## src/rtl/fbcpu_pkg.sv

```systemverilog
// fbcpu_pkg: shared types and constants for the FBCPU memory responder.
// Holds the RAM state encoding, default widths, the instruction word layout
// and the opcode set used when building program images.
package fbcpu_pkg;

  localparam int unsigned ADDR_W = 6;
  localparam int unsigned DATA_W = 10;
  localparam int unsigned OPC_W  = 4;
  localparam int unsigned OPER_W = DATA_W - OPC_W;

  // Responder lifecycle: clear array, accept image, serve the CPU.
  typedef enum logic [1:0] {
    S_CLEAR = 2'd0,
    S_LOAD  = 2'd1,
    S_RUN   = 2'd2
  } state_e;

  typedef enum logic [OPC_W-1:0] {
    LOAD  = 4'd0,
    STORE = 4'd1,
    ADD   = 4'd2,
    SUB   = 4'd3,
    MUL   = 4'd4,
    DIV   = 4'd5,
    JMP   = 4'd6,
    JZ    = 4'd7,
    NOP   = 4'd8,
    HALT  = 4'd9
  } opcode_e;

  // Instruction word: opcode in the upper bits, operand in the lower bits.
  typedef struct packed {
    opcode_e             opcode;
    logic [OPER_W-1:0]   operand;
  } instr_t;

  // Pack an opcode/operand pair into a memory word.
  function automatic logic [DATA_W-1:0] make_instr(opcode_e op, logic [OPER_W-1:0] operand);
    instr_t w;
    w.opcode  = op;
    w.operand = operand;
    return DATA_W'(w);
  endfunction

endpackage

```

## src/rtl/fbcpu_ram_array.sv

```systemverilog
// fbcpu_ram_array: DEPTH x DW single-write-port storage with a registered,
// read-first output. With FBCPU_RAM_PARITY_EN each word carries an extra
// even-parity bit generated on write and checked on the combinational read.
//
// Ports:
//   clk, rst     clock, asynchronous active-low reset (read register only)
//   we           write enable; waddr/wdata written at the edge
//   rd_en        1: rdata <= mem[raddr] at the edge; 0: rdata <= 0
//   rdata        registered read data (data bits only)
//   rerr_c       (parity build) parity mismatch on mem[raddr], combinational
module fbcpu_ram_array #(
  parameter int unsigned AW = 6,
  parameter int unsigned DW = 10
) (
  input  logic          clk,
  input  logic          rst,
  input  logic          we,
  input  logic [AW-1:0] waddr,
  input  logic [DW-1:0] wdata,
  input  logic          rd_en,
  input  logic [AW-1:0] raddr,
  output logic [DW-1:0] rdata
`ifdef FBCPU_RAM_PARITY_EN
  ,
  output logic          rerr_c
`endif
);

  localparam int unsigned DEPTH = 32'(1) << AW;

`ifdef FBCPU_RAM_PARITY_EN
  localparam int unsigned WW = DW + 1;
`else
  localparam int unsigned WW = DW;
`endif

  logic [WW-1:0] mem [DEPTH];
  logic [WW-1:0] wword;
  logic [WW-1:0] rword;

`ifdef FBCPU_RAM_PARITY_EN
  // Stored parity bit makes the XOR of the whole word zero.
  assign wword  = {^wdata, wdata};
  assign rword  = mem[raddr];
  assign rerr_c = ^rword;
`else
  assign wword  = wdata;
  assign rword  = mem[raddr];
`endif

  // Storage has no reset; the owning FSM clears it after reset.
  always_ff @(posedge clk) begin
    if (we) begin
      mem[waddr] <= wword;
    end
  end

  // Read register sees the pre-write word, giving read-first behaviour.
  always_ff @(posedge clk or negedge rst) begin
    if (!rst) begin
      rdata <= '0;
    end else if (rd_en) begin
      rdata <= rword[DW-1:0];
    end else begin
      rdata <= '0;
    end
  end

endmodule

```

## src/rtl/fbcpu_ram.sv

```systemverilog
// fbcpu_ram: memory responder for the FBCPU core. After reset it zeroes the
// whole array, then accepts a program image over a valid/ready load port and
// finally serves the CPU MAR/MDRIn/RAMWr/MDROut port with 1-cycle read latency.
// cpu_run releases the CPU from reset upstream.
//
// Optional: define FBCPU_RAM_PARITY_EN for per-word even parity and a sticky
// parity_err output.
//
// Ports:
//   clk, rst            clock, asynchronous active-low reset
//   MAR, RAMWr, MDRIn   CPU address, write strobe, write data
//   MDROut              registered CPU read data (0 outside S_RUN)
//   ld_valid/ld_ready   load beat handshake; ld_addr, ld_data, ld_last payload
//   cpu_run             high in S_RUN
//   clr_busy            high in S_CLEAR
//   parity_err          (parity build) sticky read parity error
module fbcpu_ram
  import fbcpu_pkg::*;
#(
  parameter int unsigned ADDRESS_WIDTH = ADDR_W,
  parameter int unsigned DATA_WIDTH    = DATA_W
) (
  input  logic                     clk,
  input  logic                     rst,
  input  logic [ADDRESS_WIDTH-1:0] MAR,
  input  logic                     RAMWr,
  input  logic [DATA_WIDTH-1:0]    MDRIn,
  output logic [DATA_WIDTH-1:0]    MDROut,
  input  logic                     ld_valid,
  output logic                     ld_ready,
  input  logic [ADDRESS_WIDTH-1:0] ld_addr,
  input  logic [DATA_WIDTH-1:0]    ld_data,
  input  logic                     ld_last,
  output logic                     cpu_run,
  output logic                     clr_busy
`ifdef FBCPU_RAM_PARITY_EN
  ,
  output logic                     parity_err
`endif
);

  state_e                   state_q, state_d;
  logic [ADDRESS_WIDTH-1:0] clr_ptr_q, clr_ptr_d;

  logic                     we_c;
  logic [ADDRESS_WIDTH-1:0] waddr_c;
  logic [DATA_WIDTH-1:0]    wdata_c;
  logic                     rd_en_c;

  // Next state and write-port mux: clear counter, load beat, or CPU write.
  always_comb begin
    state_d   = state_q;
    clr_ptr_d = clr_ptr_q;
    we_c      = 1'b0;
    waddr_c   = MAR;
    wdata_c   = MDRIn;
    rd_en_c   = 1'b0;
    case (state_q)
      S_CLEAR: begin
        we_c      = 1'b1;
        waddr_c   = clr_ptr_q;
        wdata_c   = '0;
        clr_ptr_d = clr_ptr_q + ADDRESS_WIDTH'(1);
        if (clr_ptr_q == {ADDRESS_WIDTH{1'b1}}) begin
          state_d = S_LOAD;
        end
      end
      S_LOAD: begin
        we_c    = ld_valid && ld_ready;
        waddr_c = ld_addr;
        wdata_c = ld_data;
        if (ld_valid && ld_ready && ld_last) begin
          state_d = S_RUN;
        end
      end
      S_RUN: begin
        we_c    = RAMWr;
        rd_en_c = 1'b1;
      end
      default: begin
        state_d   = S_CLEAR;
        clr_ptr_d = '0;
      end
    endcase
  end

  // State, clear pointer and status outputs registered from the next state.
  always_ff @(posedge clk or negedge rst) begin
    if (!rst) begin
      state_q   <= S_CLEAR;
      clr_ptr_q <= '0;
      ld_ready  <= 1'b0;
      cpu_run   <= 1'b0;
      clr_busy  <= 1'b1;
    end else begin
      state_q   <= state_d;
      clr_ptr_q <= clr_ptr_d;
      ld_ready  <= (state_d == S_LOAD);
      cpu_run   <= (state_d == S_RUN);
      clr_busy  <= (state_d == S_CLEAR);
    end
  end

`ifdef FBCPU_RAM_PARITY_EN
  logic rerr_c;

  // Sticky error, sampled on the same edge that loads MDROut.
  always_ff @(posedge clk or negedge rst) begin
    if (!rst) begin
      parity_err <= 1'b0;
    end else if (rd_en_c && rerr_c) begin
      parity_err <= 1'b1;
    end
  end
`endif

  fbcpu_ram_array #(
    .AW (ADDRESS_WIDTH),
    .DW (DATA_WIDTH)
  ) u_array (
    .clk    (clk),
    .rst    (rst),
    .we     (we_c),
    .waddr  (waddr_c),
    .wdata  (wdata_c),
    .rd_en  (rd_en_c),
    .raddr  (MAR),
    .rdata  (MDROut)
`ifdef FBCPU_RAM_PARITY_EN
    ,
    .rerr_c (rerr_c)
`endif
  );

endmodule

```

## config.mk

```make
export PLATFORM = sky130hd
export DESIGN_NAME = fbcpu_ram
export DESIGN_NICKNAME = d
export VERILOG_FILES = /design/src/rtl/fbcpu_pkg.sv /design/src/rtl/fbcpu_ram_array.sv /design/src/rtl/fbcpu_ram.sv
export SDC_FILE = /design/constraint.sdc
export NUM_CORES = 1
export LEC_CHECK = 0
export ABC_AREA = 1
export BUFFER_PORTS_ARGS = -buffer_cell sky130_fd_sc_hd__buf_2
export CAP_MARGIN = 20
export CORE_MARGIN = 8
export CORE_UTILIZATION = 55
export DETAILED_ROUTE_END_ITERATION = 8
export PLACE_DENSITY = 0.7
export SLEW_MARGIN = 20
export SYNTH_ARGS = -nofsm -noshare
export SYNTH_HDL_FRONTEND = slang
export SYNTH_SLANG_ARGS = --single-unit
export TNS_END_PERCENT = 50
```

## constraint.sdc

```tcl
create_clock -name clk -period 5.9 [get_ports clk]
set_clock_uncertainty 0.15 [all_clocks]
set_input_delay 0.295 -clock clk [delete_from_list [all_inputs] [get_ports clk]]
set_output_delay 0.295 -clock clk [all_outputs]
set_load 0.05 [all_outputs]
```

; ---- Word-level counts from Yosys, hierarchy flattened
; Memory sizes are Yosys's and may differ from the RTL's.
; Index checks and enable logic that the tools add are counted.
[totals]
register_bits = 21
mem_bits_rw = 640
inputBits = 37
out_inout_bits = 13
elab_cells = 29
memories = 1
[mem_list]
columns = name, words, width, read_ports, rd_ports_with_merged_regs, wr, line
row1 = u_array.mem, 64, 10, 1, 0, 1, fbcpu_ram_array.sv:37  ; logic [WW-1:0] mem [DEPTH];
[op_classes]
n_addsub = 1
eq_ne = 5
mux = 11
n_reduce_logical = 5
[op_table]
columns = cell, count
row1 = case mux 6 bit (2 select lines), 2
row2 = case mux 10 bit (2 select lines), 1
row3 = two-way mux 10 bit, 1
row4 = adder 6 x 1 -> 6 bit (second input constant), 1
row5 = == test 6 bit (second input constant), 1
row6 = case mux 2 bit (3 select lines), 1
row7 = == test 2 x 1 -> 1 bit (second input constant), 2
row8 = == test 2 bit (second input constant), 2
row9 = logical NOT 2 bit, 2
row10 = two-way mux 2 bit, 2
row11 = two-way mux 1 bit, 3
row12 = case mux 1 bit (3 select lines), 1
row13 = logical AND 1 bit, 2
row14 = OR reduction 2 bit, 1

; ---- Longest topological paths before layout
[logic_depth]
ltp_word = 5
depth_mapped = 12
ltp_nobuf = 10

; ---- Cells and area by module
; From an unflattened synthesis, not the netlist that was laid out.
[hier_totals]
hier_cells = 2340
area_unflattened_um2 = 27244.9
[by_module_without_submodules]
columns = module, instances, cells_per_inst, area_per_inst_um2
row1 = fbcpu_ram_array, 1, 2234, 26449.1
row2 = fbcpu_ram, 1, 106, 795.8

; ---- Least setup slack after synthesis
; Ideal clock, no wire load.
[synth_timing]
kind = register -> register
from = register state_q[1]
to = memory u_array.mem[44][0] (netlist bit), enable pin
setup_time_ns = 0.390
t_arrival_ns = 2.375
path_slack_ns = 2.985
path_stages_with_launch = 8
path_buffers = 1
synth_period_minus_slack_ns = 2.915
cell_sequence = dfrtp_1 inv_1 ha_1 buf_2 nand3_1 a21oi_4 nand3_1 nor3_1
[synth_between]
elab_chain_len = 4
elab_cells_between_ends = 7
[synth_rtl]
columns = element, line
row1 = start: declaration, fbcpu_ram.sv:42  ; state_e state_q, state_d;
row2 = start signal: assignment, fbcpu_ram.sv:96  ; state_q <= state_d;
row3 = "== test 2 bit, or another cell as far along", fbcpu_ram.sv:58  ; case (state_q)
row4 = case mux 1 bit (3 select lines), fbcpu_ram.sv:58
row5 = two-way mux 1 bit, fbcpu_ram_array.sv:53  ; if (we) begin
row6 = two-way mux 1 bit (not written as such), fbcpu_ram_array.sv:54  ; mem[waddr] <= wword;
row7 = end: declaration, fbcpu_ram_array.sv:37
; Several ways; a longest one is shown, not always the timed one.

; ---- Final worst setup path
[layout_timing]
from = register state_q[1]
to = memory u_array.mem[55][8] (netlist bit), enable pin
; The elaborated chain is that of the path after synthesis.

==> summary.md <==
| Metric | Value |
|---|---|
| Seq/Total Area, Yosys | approximately 73% |
| Yosys warns | 0 |
| HP Class | in2async |
| Finished Cell Area | about 30000 um2 |
| Root Buffer Master | clkbuf_16 |
| Flop2flop setup slack | approximately 1.7 ns |
| Placed Area | ~28000 um2 |
| Longest Clk Path Bufs | 3 |
| Final Max Slew Viols | 0 |
| PwrDens | 324 nW/um2 |
| Initial Utilization | 55.5% |
| CP Max Fanout | 20 |
| Worst path required time | a little under 6 ns |
| Top FF cell, synth | edfxtp_1 |
| Synth Instances | about 2300 |
| Register Area | 19700 um2 |
| Top post-synthesis cells by area | edfxtp_1, nand2_1, nand3_1 |
| Via count | 18000 |
| CORE AREA | approximately 49000 um2 |
| Netlist cell types | 32 |
| Final min period | 4.17 ns |
| Max Cap Viol | 0 |
| Hold Vio Cnt, Final | 0 |
| TritonCTS buffer count | 68 |
| Most common cell in the netlist | nand2_1 |
| Clock Latency Late Sink | ~0.60 ns |
| Rows | just over 80 |
| Status | complete, no violations |
| Comb pwr share | 4.8% |
| 1st-pass router iterations | 5 |
| Synth top cells by count | nand2_1, edfxtp_1, nand3_1, buf_2, nor2_1 |
| Syn-to-layout area delta | 10.7% |
| RD Place Congestion | 0.911 |
| Chip Height | 238 um |
| CTS tree | yes |
| Internal power | 0.00768 W |
| R2R cell count | 8 |
| Worst r2r src | state_q[1] |
| I/O Buffers | 49 |
| Critical Path, Cell by Cell | inv_1 -> ha_1 -> nor2_4 -> inv_2 -> nand3_1 -> o211ai_2 -> nand4_1 -> nor2_1 |
| # diodes | 0 |
| Starting DRC count in detailed routing | approximately 2300 |
| Largest net degree at the start of global routing | 208 |
| Setup-failing EPs final | 0 |
| DP HPWL | 40500 um |
| First-pass GRT wire length | 104000 um |
| CP Capture Type | register |
| Startpoint type of the worst setup path | register |
| FF-to-FF End | u_array.mem[55][8] |
| H-tree depth | 3 |
| Clock power share | 43.1% |
| Clk sinks | 661 |
| CP peak stage delay | 0.95 ns |
| Worst-case vdd ir drop | about 0.19 mV |
| Nets | 2384 |
| Vias/cell | 5.88 |
| Number of top-level pins | 50 |
| Switching power | 0.00205 W |
| Mean Syn Cell Area | 11.6 um2 |
| #FFs+latches synth | roughly 660 |
| Final wirelength | 69400 um |
| Post-synth ARST share | 3.18% |
| Vias in the first global route | 17300 |
| Die area | 56600 um2 |
| Relative slew margins | between 20% and 30% |
| Unrepaired setup endpoints after global routing | false |
| Least-Margin Pin Slew | 1.12 ns |
| Setup Fix Bufs, Post-CTS | 0 |
| Leakage | about 11 nW |
| Yosys top cell area share | 71.0% |
| Final setup TNS | 0 ns |
| Post-synth EDFFs | 640 |
| Post-route clock period utilization | 70.7% |
| Post-DR wirelength/cell | 22.7 um |
| Net Sw Frac | 21.1% |
| Share of post-route cells with drive strength above 1 | 7.86% |
| Slowest-stage cell, CP | nor2_1 |
| Post-route ant nets | 0 |
| Sequential share of power | 52.1% |
| Fillcell total | 3791 |
| Clk pin slew, worst setup/hold paths | 0.06 ns |
| Crit path DAT | 4.24 ns |
| Largest area contributor in the netlist | edfxtp_1 |
| Drc violations | 0 |
| CP Class | reg2reg |
| Multi-input gate area | roughly 6600 um2 |
| Die X | around 240 um |
| Aggregate global-route resource usage | around 24% |
| GR Overflow Total | 0 |
| Initial antenna violation count | 1 |
| Post-Syn Area | 27100 um2 |
| Fmax | 240 MHz |
| Crit path launch | state_q[1] |
| Syn_nets | 2380 |
-- routing by layer --
layer | routed length [um] | track usage, %
met5 | 9 | 0
met4 | 2000 | 8.61
met3 | 6040 | 4.08
met2 | 33300 | 39.9
met1 | 28000 | 33.1
-- sequential cells by signal, summed over array words and instances (netlist names) --
signal and count:
ld_ready 1, cpu_run 1, clr_ptr_q 6, u_array.mem 640, u_array.rdata 10, state_q 2
clr_busy 1
-- worst max-delay path: cells and delay by family, from the launching register on --
| family | cells | cell delay (ns) |
|---|---|---|
| DFF | 1 | 0.40 |
| AOI/OAI and AO/OA | 1 | 0.16 |
| and+or+nand+nor | 4 | 2.05 |
| adders and majority gates | 1 | 0.70 |
| buffers and inverters | 2 | 0.34 |
-- how the worst max path moves through the flow --
stage | depth (start not counted) | slack, ns | to
2_1_floorplan | 7 | 2.99 | u_array.mem[44][0]
5_1_grt | 8 | 1.41 | u_array.mem[7][2]
6_report | 8 | 1.73 | u_array.mem[55][8]
3_3_place_gp | 5 | 1.89 | u_array.mem[7][5]
4_1_cts | 8 | 1.82 | u_array.mem[7][5]
3_5_place_dp | 7 | 1.83 | u_array.mem[7][1]
-- per-stage QoR --
step / total power, W / instances / util (%) / hold slack (ns) / setup WS (ns)
floorplan: 0.00548 / 2337 / - / -0.151 / 2.99
global placement: 0.00562 / 2931 / 56.9 / 0.138 / 1.89
detailed placement: 0.00562 / 2931 / 56.9 / 0.143 / 1.83
CTS: 0.00976 / 3057 / 61.4 / 0.0448 / 1.82
global route: 0.0100 / 3057 / 61.5 / 0.0975 / 1.41
finish: 0.00972 / 3057 / 61.5 / 0.0690 / 1.73
-- timing repair --
item | in CTS | in global routing
resized for setup | 0 | 0
hold buffers | 4 | 0
endpoints found under the hold margin | 24 | 0
endpoints found under the setup margin | 0 | 0
-- power by group through the flow --
stage / clock, W / combinational (W) / sequential, W
after floorplan: 0 / 0.000317 / 0.00517
after global placement: 0 / 0.000450 / 0.00517
after detailed placement: 0 / 0.000456 / 0.00517
after CTS: 0.00423 / 0.000460 / 0.00507
after global routing: 0.00443 / 0.000510 / 0.00506
final: 0.00419 / 0.000466 / 0.00507
-- layout by cell type (no fill, tap or decap), types with 7 or more instances in the layout --
cell	instances
a21oi_1	14
a22o_2	8
buf_2	47
buf_4	22
clkbuf_1	18
clkbuf_16	74
clkinv_1	18
dfrtp_1	20
edfxtp_1	640
inv_1	17
nand2_1	825
nand3_1	550
nor2_1	68
nor3_1	7
-- final cells by class --
class | count | share of cell area [%]
multi-input combinational | 1511 | 22.2
timing repair buffer | 75 | 1.59
clock inverter | 28 | 0.743
clock buffer | 94 | 6.50
sequential | 661 | 65.9
inverter | 24 | 0.334
tap | 664 | 2.77
-- logic make-up after synthesis --
kind of cell | after synthesis | share of synthesized area, %
and+or+nand+nor | 1464 | 23.1
AOI/OAI and AO/OA | 41 | 1.04
DFF | 661 | 72.9
buffers and inverters | 165 | 2.62
adders and majority gates | 6 | 0.277
Note: power is estimated with default switching activity, not from simulation.
